**config.mk**
```make
export PLATFORM = sky130hd
export DESIGN_NAME = ip_dst_extract
export DESIGN_NICKNAME = d
export VERILOG_FILES = /design/src/rtl/ip_dst_extract.sv
export SDC_FILE = /design/constraint.sdc
export NUM_CORES = 2
export LEC_CHECK = 0
export ABC_AREA = 1
export BUFFER_PORTS_ARGS = -buffer_cell sky130_fd_sc_hd__buf_2
export CORE_AREA = 2 2 378 380
export DETAILED_ROUTE_END_ITERATION = 12
export DIE_AREA = 0 0 380 382
export GPL_ROUTABILITY_DRIVEN = 0
export GPL_TIMING_DRIVEN = 1
export PLACE_DENSITY = 0.54
export SYNTH_ARGS = -nofsm -noshare
export SYNTH_HDL_FRONTEND = slang
export SYNTH_SLANG_ARGS = --single-unit
```
**constraint.sdc**
```tcl
create_clock -name AXI_ACLK -period 33.7 [get_ports AXI_ACLK]
set_clock_uncertainty 0.2 [all_clocks]
set_input_delay 6.74 -clock AXI_ACLK [delete_from_list [all_inputs] [get_ports AXI_ACLK]]
set_output_delay 6.74 -clock AXI_ACLK [all_outputs]
set_load 0.05 [all_outputs]
```
**src/rtl/ip_dst_extract.sv**
```systemverilog
// ip_dst_extract: 2-entry AXI4-Stream register buffer with a side parser that extracts the
// IPv4 destination address, plus packet / IPv4 / single-beat packet counters.
module ip_dst_extract #(
    parameter int C_S_AXIS_DATA_WIDTH  = 256,
    parameter int C_M_AXIS_DATA_WIDTH  = 256,
    parameter int C_S_AXIS_TUSER_WIDTH = 128,
    parameter int C_M_AXIS_TUSER_WIDTH = 128,
    parameter int C_S_AXI_DATA_WIDTH   = 32
) (
    input  logic                                AXI_ACLK,
    input  logic                                reset,
    input  logic [C_S_AXIS_DATA_WIDTH-1:0]      S_AXIS_TDATA,
    input  logic [C_S_AXIS_DATA_WIDTH/8-1:0]    S_AXIS_TSTRB,
    input  logic [C_S_AXIS_TUSER_WIDTH-1:0]     S_AXIS_TUSER,
    input  logic                                S_AXIS_TVALID,
    input  logic                                S_AXIS_TLAST,
    output logic                                S_AXIS_TREADY,
    output logic [C_M_AXIS_DATA_WIDTH-1:0]      M_AXIS_TDATA,
    output logic [C_M_AXIS_DATA_WIDTH/8-1:0]    M_AXIS_TSTRB,
    output logic [C_M_AXIS_TUSER_WIDTH-1:0]     M_AXIS_TUSER,
    output logic                                M_AXIS_TVALID,
    output logic                                M_AXIS_TLAST,
    input  logic                                M_AXIS_TREADY,
    output logic [31:0]                         dst_ip,
    output logic                                is_ipv4,
    output logic                                hdr_valid,
    output logic [C_S_AXI_DATA_WIDTH-1:0]       pkt_count,
    output logic [C_S_AXI_DATA_WIDTH-1:0]       ipv4_count,
    output logic [C_S_AXI_DATA_WIDTH-1:0]       short_count
);
    localparam int EW = 1 + C_S_AXIS_TUSER_WIDTH + C_S_AXIS_DATA_WIDTH / 8 + C_S_AXIS_DATA_WIDTH;
    localparam logic [C_S_AXI_DATA_WIDTH-1:0] ONE = 1;

    typedef enum logic [1:0] {SOP, HDR2, PAYLOAD} state_t;

    logic [EW-1:0] din, head_q, head_d, tail_q, tail_d;
    logic [1:0]    cnt_q, cnt_d;
    logic          push, pop;
    state_t        state_q, state_d;
    logic          at_sop, emit_full, emit_short, ipv4_hit;
    logic [15:0]   ethertype_q, ethertype_d, ip_hi_q, ip_hi_d;
    logic [7:0]    verihl_q, verihl_d;
    logic [31:0]   dst_ip_q, dst_ip_d;
    logic          is_ipv4_q, is_ipv4_d, hdr_valid_q, hdr_valid_d;
    logic [C_S_AXI_DATA_WIDTH-1:0] pkt_q, pkt_d, ipv4_q, ipv4_d, short_q, short_d;

    assign din           = {S_AXIS_TLAST, S_AXIS_TUSER, S_AXIS_TSTRB, S_AXIS_TDATA};
    assign S_AXIS_TREADY = cnt_q != 2'd2;
    assign M_AXIS_TVALID = cnt_q != 2'd0;
    assign push          = S_AXIS_TVALID & S_AXIS_TREADY;
    assign pop           = M_AXIS_TVALID & M_AXIS_TREADY;
    assign {M_AXIS_TLAST, M_AXIS_TUSER, M_AXIS_TSTRB, M_AXIS_TDATA} = head_q;

    // head_q drives M_AXIS directly; tail_q only holds the second beat when full
    always_comb begin
        cnt_d  = cnt_q + {1'b0, push} - {1'b0, pop};
        head_d = (pop && cnt_q == 2'd2) ? tail_q :
                 (push && (cnt_q == 2'd0 || (pop && cnt_q == 2'd1))) ? din : head_q;
        tail_d = (push && !pop && cnt_q == 2'd1) ? din : tail_q;
    end

    always_ff @(posedge AXI_ACLK or posedge reset) begin
        if (reset) begin
            cnt_q  <= 2'd0;
            head_q <= '0;
            tail_q <= '0;
        end else begin
            cnt_q  <= cnt_d;
            head_q <= head_d;
            tail_q <= tail_d;
        end
    end

    always_ff @(posedge AXI_ACLK or posedge reset) begin
        if (reset) state_q <= SOP;
        else       state_q <= state_d;
    end

    always_comb begin
        state_d = state_q;
        if (push) begin
            case (state_q)
                SOP:     state_d = S_AXIS_TLAST ? SOP : HDR2;
                HDR2:    state_d = S_AXIS_TLAST ? SOP : PAYLOAD;
                default: state_d = S_AXIS_TLAST ? SOP : PAYLOAD;
            endcase
        end
    end

    always_comb begin
        at_sop      = push && state_q == SOP;
        emit_full   = push && state_q == HDR2;
        emit_short  = at_sop && S_AXIS_TLAST;
        ipv4_hit    = ethertype_q == 16'h0800 && verihl_q == 8'h45;
        ethertype_d = at_sop ? S_AXIS_TDATA[159:144] : ethertype_q;
        verihl_d    = at_sop ? S_AXIS_TDATA[143:136] : verihl_q;
        ip_hi_d     = at_sop ? S_AXIS_TDATA[15:0] : ip_hi_q;
        dst_ip_d    = emit_full ? {ip_hi_q, S_AXIS_TDATA[255:240]} : emit_short ? 32'h0 : dst_ip_q;
        is_ipv4_d   = emit_full ? ipv4_hit : emit_short ? 1'b0 : is_ipv4_q;
        hdr_valid_d = emit_full | emit_short;
        pkt_d       = hdr_valid_d ? pkt_q + ONE : pkt_q;
        ipv4_d      = (emit_full && ipv4_hit) ? ipv4_q + ONE : ipv4_q;
        short_d     = emit_short ? short_q + ONE : short_q;
    end

    always_ff @(posedge AXI_ACLK or posedge reset) begin
        if (reset) begin
            ethertype_q <= '0;
            verihl_q    <= '0;
            ip_hi_q     <= '0;
            dst_ip_q    <= '0;
            is_ipv4_q   <= 1'b0;
            hdr_valid_q <= 1'b0;
            pkt_q       <= '0;
            ipv4_q      <= '0;
            short_q     <= '0;
        end else begin
            ethertype_q <= ethertype_d;
            verihl_q    <= verihl_d;
            ip_hi_q     <= ip_hi_d;
            dst_ip_q    <= dst_ip_d;
            is_ipv4_q   <= is_ipv4_d;
            hdr_valid_q <= hdr_valid_d;
            pkt_q       <= pkt_d;
            ipv4_q      <= ipv4_d;
            short_q     <= short_d;
        end
    end

    assign dst_ip      = dst_ip_q;
    assign is_ipv4     = is_ipv4_q;
    assign hdr_valid   = hdr_valid_q;
    assign pkt_count   = pkt_q;
    assign ipv4_count  = ipv4_q;
    assign short_count = short_q;
endmodule
```
### After elaboration in Yosys (flattened, before gate mapping)

Index checks and enable logic that the tools add are counted.
W data, S select, Z words.

* bits in registers: 1008
* bits of input ports: 421

* add/sub/neg operators: 5
* multiplexer cells: 9
* reductions and logical operators: 17
* bitwise gates (word level): 3
* equality and inequality tests: 6

Operators by type and width (count)
* $mux W417: 2
* $add A32 B1 Y32 const B: 3
* $mux W32: 2
* $eq A16 B12 Y1 const B: 1
* $logic_and A1 B1 Y1: 10
* $eq A8 B7 Y1 const B: 1
* $reduce_bool A2 Y1: 3
* $eq A2 B1 Y1 const B: 2
* $logic_not A2 Y1: 2
* $mux W2: 2
* $mux W1: 3
* $add A2 B1 Y2: 1
* $and A1 B1 Y1: 2
* $eq A2 B2 Y1 const B: 1
* $ne A2 B2 Y1 const B: 1
* $sub A2 B1 Y2: 1
* $logic_not A1 Y1: 1
* $logic_or A1 B1 Y1: 1
* $or A1 B1 Y1: 1

### Logic depth before layout (Yosys ltp)

* word-level depth: 7
* depth in mapped cells: 10
* depth with buffers taken out: 10

### Worst setup path after synthesis

OpenSTA, ideal clock, no wires.

* kind: input to register
* start: input port M_AXIS_TREADY
* end: register head_q[287]
* library setup time: 0.123 ns
* data arrival time: 7.745 ns
* data required time: 33.377 ns
* buffers on the path: 2
* setup slack: 25.632 ns
* stages on the path: 8
* cells stage by stage: inv_1 -> nor2_4 -> inv_2 -> clkbuf_1 -> clkbuf_1 -> o21ai_0 -> o21ai_0 -> nand2_1

* longest elaborated chain between the ends: 5

RTL lines
* start, declared: line 23 `input logic M_AXIS_TREADY,`
* $and A1 B1 Y1 (*): line 51 `assign pop = M_AXIS_TVALID & M_AXIS_TREADY;`
* $logic_and A1 B1 Y1: line 58 `(push && (cnt_q == 2'd0 || (pop && cnt_q == 2'd1))) ? din : head_q;`
* $logic_or A1 B1 Y1: line 58
* $logic_and A1 B1 Y1: line 58
* $reduce_bool A2 Y1 (no source line)
* end signal, assigned: line 65 `head_q <= '0;`
* end signal, assigned: line 69 `head_q <= head_d;`
* end, declared: line 36 `logic [EW-1:0] din, head_q, head_d, tail_q, tail_d;`

Mark *: on every way between the ends. The rest lies on a longest branch, timed or not.
A chain may end at the register's enable or synchronous reset.

### Final worst setup path

* start: input port M_AXIS_TREADY
* end: register head_q[286]

The elaborated chain is that of the path after synthesis.

==> summary.txt <==
Run status
  – Status: finished clean

Critical path
  – Crit path from: M_AXIS_TREADY
  – R2R depth: 10
  – Worst r2r src: cnt_q[1]
  – Crit-path max cell delay: 0.84 ns
  – Crit path to: head_q[286]
  – Slowest cell on the critical path: buf_4
  – FF-to-FF End: head_q[286]
  – CP Depth: 11
  – Worst setup path class: in2reg
  – Setup crit start kind: primary input
  – Delay-heaviest family, CP: buffers and inverters
  – Buffers and inverters on the worst path: 7
  – Worst-path maximum fanout: 113
  – WP data arrival: 11.12 ns
  – Crit-path cells: buf_2 -> inv_1 -> nor2_4 -> buf_4 -> inv_8 -> nand2_8 -> inv_8 -> buf_4 -> buf_4 -> nand2_1 -> nand2_1
  – CP endpoint kind: flip-flop
  – Cell mode on critical path: buf_4
  – Required time of the critical path: 34.11 ns
  – Reg2reg setup slack: 28.57 ns

Routing
  – DRC: 0
  – Routed via count: 36,176
  – DR iter-0 viols: 2,699
  – Via/cell ratio: 4.715
  – Overall routed net length: 144.9 mm
  – Drt pass-1 iters: 5
  – ANT nets after route: 0
  – Wire per inst: 18.89 µm

Logic synthesis
  – Warnings from Yosys: 0
  – Post-synthesis area per instance: 8.854 µm²
  – Sequential element share of the synthesized area: 59.01%
  – Synthesized flop and latch total: 1,008
  – Synth cell types: 30
  – Syn Nets: 5,253
  – Synth Cell Area: 42,750 µm²
  – Cells after Synth: 4,828

Timing
  – Highest clock rate: 93.33 MHz
  – RSZ-0062 raised after global routing: no
  – Final WS setup: 22.98 ns
  – WHS: 0.2648 ns
  – Min Tclk post-route: 10.72 ns
  – Setup TNS: 0 ns
  – Count of pins over their slew limit: 0
  – Final period utilization: 31.80%
  – Final setup fails: 0
  – Slew HR: 26.09%
  – Worst Max-Slew Pin Slew: 1.109 ns
  – Final Hold Violating Endpoints: 0

Floorplan
  – Chip height: 382 µm
  – Initial Utilization: 30.34%
  – Core Rows: 138
  – Core Box Area: 140,900 µm²
  – Die Area: 145,200 µm²
  – Die Width: 380 µm
  – I/O Pins: 970

Clocking
  – Post-cts hold buffer count: 0
  – CTS sink cnt: 1,008
  – CTS root buffer: clkbuf_16
  – Longest Clk Path Bufs: 3
  – Postcts setup bufs: 0
  – CTS buffer count: 112
  – Worst-Skew Late Latency: 0.74 ns
  – CTS clk-pin slew, worst paths: 0.06 ns
  – CTS tree: yes
  – CTS H-Tree Depth: 3
  – Post-CTS Resized: 0

Place
  – Post-placement cell count: 7,446
  – Post-Place Worst Slack: 22.29 ns
  – DP Wirelength: 99.57 mm
  – IO buf count: 969
  – DP Area: 49,170 µm²

Cells and area
  – Final net count: 6,095
  – Layout cells sized above 1: 23.23%
  – Area Growth Syn to Fin: 24.64%
  – FILL cells: 14,517
  – Post-Layout Cell Count: 7,673
  – Post-route cell area: 53,280 µm²
  – Commonest non-fill, non-tap cells in the layout: nand2_1, dfrtp_1, buf_2, o21ai_0, inv_1
  – Most common cell after layout, fill and taps aside: nand2_1

Power
  – Leak: 26.97 nW
  – Total power per unit cell area: 110.3 nW/µm²
  – Peak supply drop: 0.09436 mV

Hold path
  – Hold Path Cell Cnt: 2
  – Hold WC Path Type: reg2reg

GRT
  – Vias in the first global route: 34,937
  – GRT Total Usage: 19.44%
  – First-pass GRT wire length: 219.8 mm
  – Largest net degree at the start of global routing: 161
  – Initial antenna violation count: 66
  – Total grt overflow: 0

Flow run
  – Max cap viols: 0
[cell usage after synthesis, drive strengths merged]
master / number / area [µm²]
nand2: 1359 / 5124
o21ai: 1039 / 5211
dfrtp: 1008 / 25220
inv: 387 / 1453
nor2: 300 / 1151
clkbuf: 177 / 664.4
a21oi: 159 / 795.8
mux2: 122 / 1374
buf: 103 / 501.7
nand3: 50 / 250.2
nand4: 27 / 183.9
xor2: 27 / 236.5
xnor2: 26 / 227.7
a22o: 16 / 140.1
nand3b: 10 / 75.07
nor3: 7 / 35.03
ha: 4 / 50.05
nor3b: 3 / 22.52
and2: 2 / 12.51
o21bai: 2 / 15.01
[kinds of logic (layout without fill, tap and decap cells)]
group / after synthesis / count (layout) / synth area share (%)
xor gates and xnor gates: 53 / 53 / 1.086
DFF: 1008 / 1008 / 59.01
AOI/OAI and AO/OA: 1216 / 1216 / 14.42
other: 0 / 18 / 0
adders and majority gates: 4 / 4 / 0.1171
buffers and inverters: 667 / 1604 / 6.126
and+or+nand+nor: 1758 / 1758 / 16.03
muxes: 122 / 122 / 3.214
[flip-flops by register name (all words and copies together) (netlist names)]
signal	count
ethertype_q	16
is_ipv4	1
ipv4_count	32
state_q	2
tail_q	417
short_count	32
ip_hi_q	16
head_q	417
cnt_q	2
pkt_count	32
verihl_q	8
dst_ip	32
hdr_valid	1
[worst min-delay path by stage]
stage,from,to,slack [ns]
2_1_floorplan,tail_q[0],tail_q[0],0.25
3_3_place_gp,head_q[281],head_q[281],0.26
3_5_place_dp,head_q[347],head_q[347],0.26
4_1_cts,tail_q[179],head_q[179],0.26
5_1_grt,tail_q[345],head_q[345],0.29
6_report,tail_q[179],head_q[179],0.26
[metrics by stage]
step | utilization (%) | total power [W]
finish | 37.82 | 0.005878
global route | 37.81 | 0.006232
CTS | 37.78 | 0.005936
detailed placement | 34.90 | 0.004576
global placement | 34.90 | 0.004535
floorplan | - | 0.003846
[routing by layer]
layer	track usage (%)	vias to the layer above	wire length, µm
li1	-	17278	-
met1	24.96	17536	61320
met2	31.68	1043	68760
met3	4.962	275	9809
met4	6.930	44	4784
met5	0	-	267
[power breakdown]
part / internal, W / total, W / switching [W]
sequential: 0.00176 / 0.00206 / 0.000299
clock: 0.000798 / 0.00133 / 0.000536
combinational: 0.000588 / 0.00248 / 0.00190
[area by class of cell]
class	count	area (µm²)	area share, %
well taps	1890	2365	4.438
repair buffers	1008	5167	9.698
multi-input cells	3153	14940	28.04
clock inverters	43	723.2	1.357
diodes	18	45.04	0.08454
clock buffers	166	3346	6.279
inverters	387	1471	2.762
flip-flops and latches	1008	25220	47.34
[tightest hold or removal path, delay by kind of cell, from the launching register on]
| family | cells | cell delay (ns) |
|---|---|---|
| AOI/OAI and AO/OA | 1 | 0.08 |
| DFF | 1 | 0.33 |
| and+or+nand+nor | 1 | 0.05 |
(Power assumes the default switching activity.)
